**src/rtl/traffic_light_ctrl_timed.sv**
```systemverilog
// traffic_light_ctrl_timed
//   Two-road traffic light controller with parameterised phase durations,
//   a latched side-road request and an emergency override that walks the
//   junction to all-red through the yellow phases.
//
// Ports
//   clock_i         system clock, all state changes on its rising edge
//   reset_i         asynchronous active-high reset (back to MAIN_GREEN)
//   car_i           side-road car sensor, sampled on rising edges
//   emergency_i     level-sensitive emergency override request
//   main_red_o, main_yellow_o, main_green_o   main-road lamps
//   side_red_o, side_yellow_o, side_green_o   side-road lamps
//   emerg_active_o  high while the controller sits in EMERG
module traffic_light_ctrl_timed #(
  parameter int unsigned GREEN_MIN         = 4,
  parameter int unsigned YELLOW_CYCLES     = 2,
  parameter int unsigned ALL_RED_CYCLES    = 1,
  parameter int unsigned SIDE_GREEN_CYCLES = 3,
  parameter int unsigned CNT_W             = 8
) (
  input  logic clock_i,
  input  logic reset_i,
  input  logic car_i,
  input  logic emergency_i,
  output logic main_red_o,
  output logic main_yellow_o,
  output logic main_green_o,
  output logic side_red_o,
  output logic side_yellow_o,
  output logic side_green_o,
  output logic emerg_active_o
);

  typedef enum logic [2:0] {
    MAIN_GREEN  = 3'd0,
    MAIN_YELLOW = 3'd1,
    ALL_RED_A   = 3'd2,
    SIDE_GREEN  = 3'd3,
    SIDE_YELLOW = 3'd4,
    ALL_RED_B   = 3'd5,
    EMERG       = 3'd6
  } state_e;

  // Last count value of each timed phase; a phase of N cycles ends when cnt
  // reaches N-1 because cnt starts at zero on the entry edge.
  localparam logic [CNT_W-1:0] GREEN_LAST  = CNT_W'(GREEN_MIN - 1);
  localparam logic [CNT_W-1:0] YELLOW_LAST = CNT_W'(YELLOW_CYCLES - 1);
  localparam logic [CNT_W-1:0] ALLRED_LAST = CNT_W'(ALL_RED_CYCLES - 1);
  localparam logic [CNT_W-1:0] SIDE_LAST   = CNT_W'(SIDE_GREEN_CYCLES - 1);
  localparam logic [CNT_W-1:0] CNT_MAX     = '1;
  localparam logic [CNT_W-1:0] CNT_ONE     = {{(CNT_W-1){1'b0}}, 1'b1};

  state_e            state_q, state_d;
  logic [CNT_W-1:0]  cnt_q, cnt_d;
  logic              pend_q, pend_d;
  logic              req;

  assign req = car_i | pend_q;

  // State, phase counter and request latch all reset asynchronously so the
  // lamps return to main-green the moment reset rises.
  always_ff @(posedge clock_i or posedge reset_i) begin
    if (reset_i) begin
      state_q <= MAIN_GREEN;
      cnt_q   <= '0;
      pend_q  <= 1'b0;
    end else begin
      state_q <= state_d;
      cnt_q   <= cnt_d;
      pend_q  <= pend_d;
    end
  end

  // Next-state logic. Emergency forces greens into their yellow at once,
  // lets a yellow finish and then diverts it to EMERG, and pulls the all-red
  // phases straight into EMERG. Inside EMERG the counter only advances on
  // cycles where emergency is low, so it measures the release countdown.
  always_comb begin
    state_d = state_q;
    case (state_q)
      MAIN_GREEN: begin
        if (emergency_i || (req && (cnt_q >= GREEN_LAST)))
          state_d = MAIN_YELLOW;
      end
      MAIN_YELLOW: begin
        if (cnt_q == YELLOW_LAST)
          state_d = emergency_i ? EMERG : ALL_RED_A;
      end
      ALL_RED_A: begin
        if (emergency_i)
          state_d = EMERG;
        else if (cnt_q == ALLRED_LAST)
          state_d = SIDE_GREEN;
      end
      SIDE_GREEN: begin
        if (emergency_i || (cnt_q == SIDE_LAST))
          state_d = SIDE_YELLOW;
      end
      SIDE_YELLOW: begin
        if (cnt_q == YELLOW_LAST)
          state_d = emergency_i ? EMERG : ALL_RED_B;
      end
      ALL_RED_B: begin
        if (emergency_i)
          state_d = EMERG;
        else if (cnt_q == ALLRED_LAST)
          state_d = MAIN_GREEN;
      end
      EMERG: begin
        if (!emergency_i && (cnt_q == ALLRED_LAST))
          state_d = MAIN_GREEN;
      end
      default: state_d = MAIN_GREEN;
    endcase
  end

  // Counter clears on any transition and on emergency re-assertion inside
  // EMERG, otherwise counts up and saturates. The request latch clears on
  // the edge entering SIDE_GREEN, taking priority over a car on that edge.
  always_comb begin
    cnt_d  = cnt_q;
    pend_d = pend_q | car_i;
    if (state_d != state_q)
      cnt_d = '0;
    else if ((state_q == EMERG) && emergency_i)
      cnt_d = '0;
    else if (cnt_q != CNT_MAX)
      cnt_d = cnt_q + CNT_ONE;
    if ((state_d == SIDE_GREEN) && (state_q != SIDE_GREEN))
      pend_d = 1'b0;
  end

  // Moore lamp decode, exactly one lamp per road in every state.
  always_comb begin
    main_red_o     = 1'b0;
    main_yellow_o  = 1'b0;
    main_green_o   = 1'b0;
    side_red_o     = 1'b0;
    side_yellow_o  = 1'b0;
    side_green_o   = 1'b0;
    emerg_active_o = 1'b0;
    case (state_q)
      MAIN_GREEN: begin
        main_green_o = 1'b1;
        side_red_o   = 1'b1;
      end
      MAIN_YELLOW: begin
        main_yellow_o = 1'b1;
        side_red_o    = 1'b1;
      end
      SIDE_GREEN: begin
        main_red_o   = 1'b1;
        side_green_o = 1'b1;
      end
      SIDE_YELLOW: begin
        main_red_o    = 1'b1;
        side_yellow_o = 1'b1;
      end
      EMERG: begin
        main_red_o     = 1'b1;
        side_red_o     = 1'b1;
        emerg_active_o = 1'b1;
      end
      default: begin
        main_red_o = 1'b1;
        side_red_o = 1'b1;
      end
    endcase
  end

endmodule
```
**config.mk**
```make
export PLATFORM = sky130hd
export DESIGN_NAME = traffic_light_ctrl_timed
export DESIGN_NICKNAME = d
export VERILOG_FILES = /design/src/rtl/traffic_light_ctrl_timed.sv
export SDC_FILE = /design/constraint.sdc
export NUM_CORES = 1
export LEC_CHECK = 0
export ABC_AREA = 0
export CORE_MARGIN = 1
export CORE_UTILIZATION = 51
export CTS_CLUSTER_DIAMETER = 50
export DETAILED_ROUTE_END_ITERATION = 6
export GPL_TIMING_DRIVEN = 0
export HOLD_SLACK_MARGIN = 0.1
export PLACE_DENSITY = 0.78
export SLEW_MARGIN = 20
export SYNTH_ARGS = -nofsm -noshare
export SYNTH_HDL_FRONTEND = slang
export SYNTH_SLANG_ARGS = --single-unit
```
**constraint.sdc**
```tcl
create_clock -name clock_i -period 2.6 [get_ports clock_i]
set_clock_uncertainty 0.2 [all_clocks]
set_input_delay 0.26 -clock clock_i [delete_from_list [all_inputs] [get_ports clock_i]]
set_output_delay 0.26 -clock clock_i [all_outputs]
set_load 0.005 [all_outputs]
```
# Word level (Yosys, flattened, before mapping)
# Cells that the tools add are included.
[classes] n_mux=23 n_addsub=1 magnitude_cmp=1 reduce_logical=12 bitwise=1 eq_ne=12
[op_table] operator="$mux 3" n=10
[op_table] operator="$mux 8" n=3
[op_table] operator="$pmux 3 s7" n=1
[op_table] operator="$eq 3x2->1 const B" n=3
[op_table] operator="$eq 3x3->1 const B" n=3
[op_table] operator="$add 8x1->8 const B" n=1
[op_table] operator="$eq 8x1->1 const B" n=1
[op_table] operator="$eq 8x2->1 const B" n=1
[op_table] operator="$ge 8x2->1 const B" n=1
[op_table] operator="$logic_not 8->1" n=1
[op_table] operator="$mux 1" n=8
[op_table] operator="$ne 8x8->1 const B" n=1
[op_table] operator="$logic_and 1x1->1" n=4
[op_table] operator="$reduce_or 2->1" n=2
[op_table] operator="$eq 3x1->1 const B" n=1
[op_table] operator="$logic_not 3->1" n=1
[op_table] operator="$ne 3x2->1 const B" n=1
[op_table] operator="$ne 3x3->1" n=1
[op_table] operator="$reduce_bool 3->1" n=1
[op_table] operator="$logic_or 1x1->1" n=2
[op_table] operator="$mux 2" n=1
[op_table] operator="$logic_not 1->1" n=1
[op_table] operator="$or 1x1->1" n=1
[word_totals] ff_bits=12 out_inout_bits=7 inputBits=4 elab_cells=53

# Longest topological paths before layout
[logic_depth] depth_word=8 depth_mapped=8 depth_no_buf=8

# Least setup slack after synthesis
# No wires, ideal clock.
[synth_timing] path_kind="register to register" start="register cnt_q[0]" end="register cnt_q[0]" t_required_ns=2.260 stages_incl_launch_ff=9 arrival_time_ns=1.869 n_path_buf=0 synth_period_minus_slack_ns=2.209 path_slack_ns=0.391 path_cell_list="dfrtp_1 > inv_1 > ha_1 > nor3b_1 > a211o_2 > a21oi_1 > nand4b_2 > mux2i_2 > nor3_1"
[synth_via] elab_chain_len=7 word_cells_on_any_way=25
[synth_lines] item="from (decl)" line_no="54" text="logic [CNT_W-1:0] cnt_q, cnt_d;"
[synth_lines] item="from (signal assigned)" line_no="69" text="cnt_q <= cnt_d;"
[synth_lines] item="$ge 8x2->1" line_no="82" text="if (emergency_i || (req && (cnt_q >= GREEN_LAST)))"
[synth_lines] item="$logic_and 1x1->1" line_no="82"
[synth_lines] item="$logic_or 1x1->1" line_no="82"
[synth_lines] item="$mux 3" line_no="82"
[synth_lines] item="$pmux 3 s7 (*)" line_no="80" text="case (state_q)"
[synth_lines] item="named net state_d[0]" line_no="53" text="state_e state_q, state_d;"
[synth_lines] item="$ne 3x3->1 (*)" line_no="123" text="if (state_d != state_q)"
[synth_lines] item="$reduce_bool 3->1 (no source line) or $mux 8 (tied branches)"
# Mark *: on every way through the listed nets, which the timed path passes. The rest lies on a longest branch. The select of a mux whose other input is x is not followed.
# A chain may end at the register's enable or synchronous reset.

# Worst setup path in the final report
[layout_timing] start="register cnt_q[6]" end="register pend_q"
[layout_via] elab_chain_len=8 word_cells_on_any_way=21
[layout_lines] item="$ge 8x2->1" line_no="82"
[layout_lines] item="$logic_and 1x1->1" line_no="82"
[layout_lines] item="$logic_or 1x1->1" line_no="82"
[layout_lines] item="$mux 3" line_no="82"
[layout_lines] item="$pmux 3 s7 (*)" line_no="80"
[layout_lines] item="$eq 3x2->1 (*)" line_no="129" text="if ((state_d == SIDE_GREEN) && (state_q != SIDE_GREEN))"
[layout_lines] item="$logic_and 1x1->1 (*)" line_no="129"
[layout_lines] item="$mux 1 (*)" line_no="129"
[layout_lines] item="named net pend_d" line_no="55" text="logic pend_q, pend_d;"
[layout_lines] item="to (signal assigned)" line_no="70" text="pend_q <= pend_d;"
[layout_lines] item="to (decl)" line_no="55"
# Mark *: on every way through the listed nets, which the timed path passes. The rest lies on a longest branch.

==> impl_metrics.env <==
export IMPL_start_util_pct=54.7
export IMPL_drc_errors=0
export IMPL_dp_slack_ns=0.0660
export IMPL_place_area_um2=1070
export IMPL_core_um2=1730
export IMPL_antenna_cells=0
export IMPL_setup_tns_ns=0
export IMPL_vias=912
export IMPL_grt_max_degree=13
export IMPL_synth_commonest_cells="nor2_1 (18), dfrtp_1 (12), a21oi_1 (11)"
export IMPL_grt_pass1_vias=784
export IMPL_period_share_pct=95.7
export IMPL_netlist_area_um2=945
export IMPL_final_hold_viol_count=0
export IMPL_max_cap_violations=0
export IMPL_crit_required_ns=2.53
export IMPL_yosysUniqueCellTypes=39
export IMPL_max_freq_mhz=402
export IMPL_dp_cells=148
export IMPL_clkTransAtPathRegs_ns=0.08
export IMPL_cts_max_path_buffers=2
export IMPL_reg2reg_slack_ns=0.11
export IMPL_cp_end_kind="register"
export IMPL_top_layer="met4"
export IMPL_netlist_instances=114
export IMPL_port_buffer_count=9
export IMPL_die_height_um=45.0
export IMPL_r2r_start="cnt_q[6]"
export IMPL_tightest_slew_ns=0.544
export IMPL_powerDensity_nw_per_um2=1030
export IMPL_cts_tree="built"
export IMPL_wl_met3_um=44
export IMPL_postRouteAntennaNets=0
export IMPL_min_path_type="input port to async pin"
export IMPL_yosysSeqAreaShare_pct=31.8
export IMPL_start_kind="register"
export IMPL_max_stage_delay_ns=0.52
export IMPL_dieArea_um2=2030
export IMPL_overflow=0
export IMPL_synthDominantCellAreaShare_pct=31.8
export IMPL_dpl_hpwl_mm=1.57
export IMPL_ys_ff_latch=12
export IMPL_syn_to_final_growth_pct=18.3
export IMPL_min_period_ns=2.49
export IMPL_die_x_um=45.0
export IMPL_wl_met1_um=978
export IMPL_slowest_stage="nor4_4"
export IMPL_synth_edff_count=0
export IMPL_cp_max_fo=10
export IMPL_vias_per_cell=6.00
export IMPL_ys_flop_type="dfrtp_1"
export IMPL_worstPathArrival_ns=2.41
export IMPL_final_nets=136
export IMPL_stdcell_area_um2=1120
export IMPL_relSlewSlack_pct=63.6
export IMPL_insertion_delay_ns=0.27
export IMPL_outcome="complete, no violations"
export IMPL_cts_max_level=1
export IMPL_wl_met2_mm=1.05
export IMPL_reg2regPathDepth=6
export IMPL_worstPathCellList="nor4_4, nand3_1, a21oi_1, nor2_1, a2111oi_1, a21oi_1"
export IMPL_cts_setup_buffers=0
export IMPL_critPathLaunch="cnt_q[6]"
export IMPL_layout_setup_ws_ns=0.113
export IMPL_drtIter0Drc=16
export IMPL_antenna_found_initial=0
export IMPL_grt_pass1_wl_mm=3.48
export IMPL_cts_buffers=3
export IMPL_endpoint="pend_q"
export IMPL_clockRootBuffer="clkbuf_4"
export IMPL_grtUsageTotal_pct=23.8
export IMPL_slew_viol_final=0
export IMPL_wl_per_cell_um=13.7
export IMPL_synth_top_area_cell="dfrtp_1"
export IMPL_r2r_end="pend_q"
export IMPL_total_power_mw=1.15
export IMPL_instances_no_fill=152
export IMPL_synth_async_reset_ratio_pct=100
export IMPL_crit_top_cell="a21oi_1"
export IMPL_place_congestion=0.890
export IMPL_p_leak_nw=0.488
export IMPL_core_rowCount=15
export IMPL_setup_worst_path_class="register to register"
export IMPL_clock_sinks=12
export IMPL_irDropWorstVdd_mv=0.513
export IMPL_drtPass1Iterations=4
export IMPL_io_pins=11
export IMPL_drive_gt1_share_pct=15.0
export IMPL_synth_most_common_cell="nor2_1"
export IMPL_finalWirelength_mm=2.08
export IMPL_finalSetupViolations=0
export IMPL_yosysWarningCount=0
export IMPL_ys_top_cells_by_area="dfrtp_1 (32%), nor2_1 (7.2%), a21oi_1 (5.8%)"
export IMPL_syn_num_nets=122
export IMPL_syn_avg_cell_area_um2=8.29
## where the power goes
group | leakage (nW) | total, mW | internal (mW) | switching, mW
clock network | 0.0210 | 0.146 | 0.0850 | 0.0612
logic | 0.310 | 0.731 | 0.337 | 0.394
registers | 0.157 | 0.276 | 0.230 | 0.0462
## final cells by class
cell class | instances | area (µm²)
well taps | 25 | 31.3
plain buffers | 4 | 33.8
fillers | 161 | 609
clock buffers | 4 | 36.3
multi-input cells | 92 | 603
flip-flops and latches | 12 | 300
repair buffers | 9 | 90.1
inverters | 6 | 22.5
## sequential cells by signal (all words and copies together), names as in the netlist
register	count
state_q	3
pend_q	1
cnt_q	8
## repair_timing
| item | in CTS | in global routing |
|---|---|---|
| hold endpoints to repair | 0 | 0 |
| setup endpoints to repair | 0 | 6 |
| resized for setup | 0 | 3 |
| hold buffers | 0 | 0 |
## kinds of logic after synthesis
logic type	Yosys count	synth area share (%)
AND/OR/NAND/NOR	57	33.6
buffers and inverters	10	5.96
flip-flops	12	31.8
XOR/XNOR	1	0.927
multiplexers	2	2.52
adder cells (fa/ha/maj)	4	5.30
AO/OA/AOI/OAI	28	19.9
## per-stage QoR
stage,hold slack (ns),util [%]
after CTS,0.116,63.8
after detailed placement,0.388,61.7
after floorplan,-0.0753,-
after global placement,0.319,61.7
after global routing,0.162,64.7
final,0.0987,64.7
## placed cells by master, fill, tap and decap left out, types with 2 or more instances in the layout
cell	instances
ha_1	4
nor2_1	18
clkbuf_4	3
and2_1	2
inv_1	6
nand4_1	3
a21oi_1	11
buf_6	2
clkdlybuf4s50_1	9
o22ai_1	3
nand2_1	5
dfrtp_1	12
nand3_1	5
and3_1	7
o21ai_0	3
nor3_1	6
a31o_2	2
## worst max-delay path: cells and delay by family (launching register included)
family | cells | cell delay, ns
DFF | 1 | 0.44
and+or+nand+nor | 3 | 0.81
AOI/OAI and AO/OA | 3 | 0.89
## layer usage
metal | track usage, % | up-vias
li1 | - | 445
met1 | 31.9 | 447
met2 | 39.4 | 18
met3 | 1.20 | 2
met4 | 11.5 | 0
met5 | 0 | -
## how the worst min path moves through the flow
| stage | start | to |
|---|---|---|
| finish | reset_i | cnt_q[7] |
| global placement | pend_q | pend_q |
| floorplan | reset_i | cnt_q[0] |
| global route | reset_i | cnt_q[4] |
| CTS | reset_i | cnt_q[4] |
| detailed placement | pend_q | pend_q |
(Power assumes the default switching activity.)
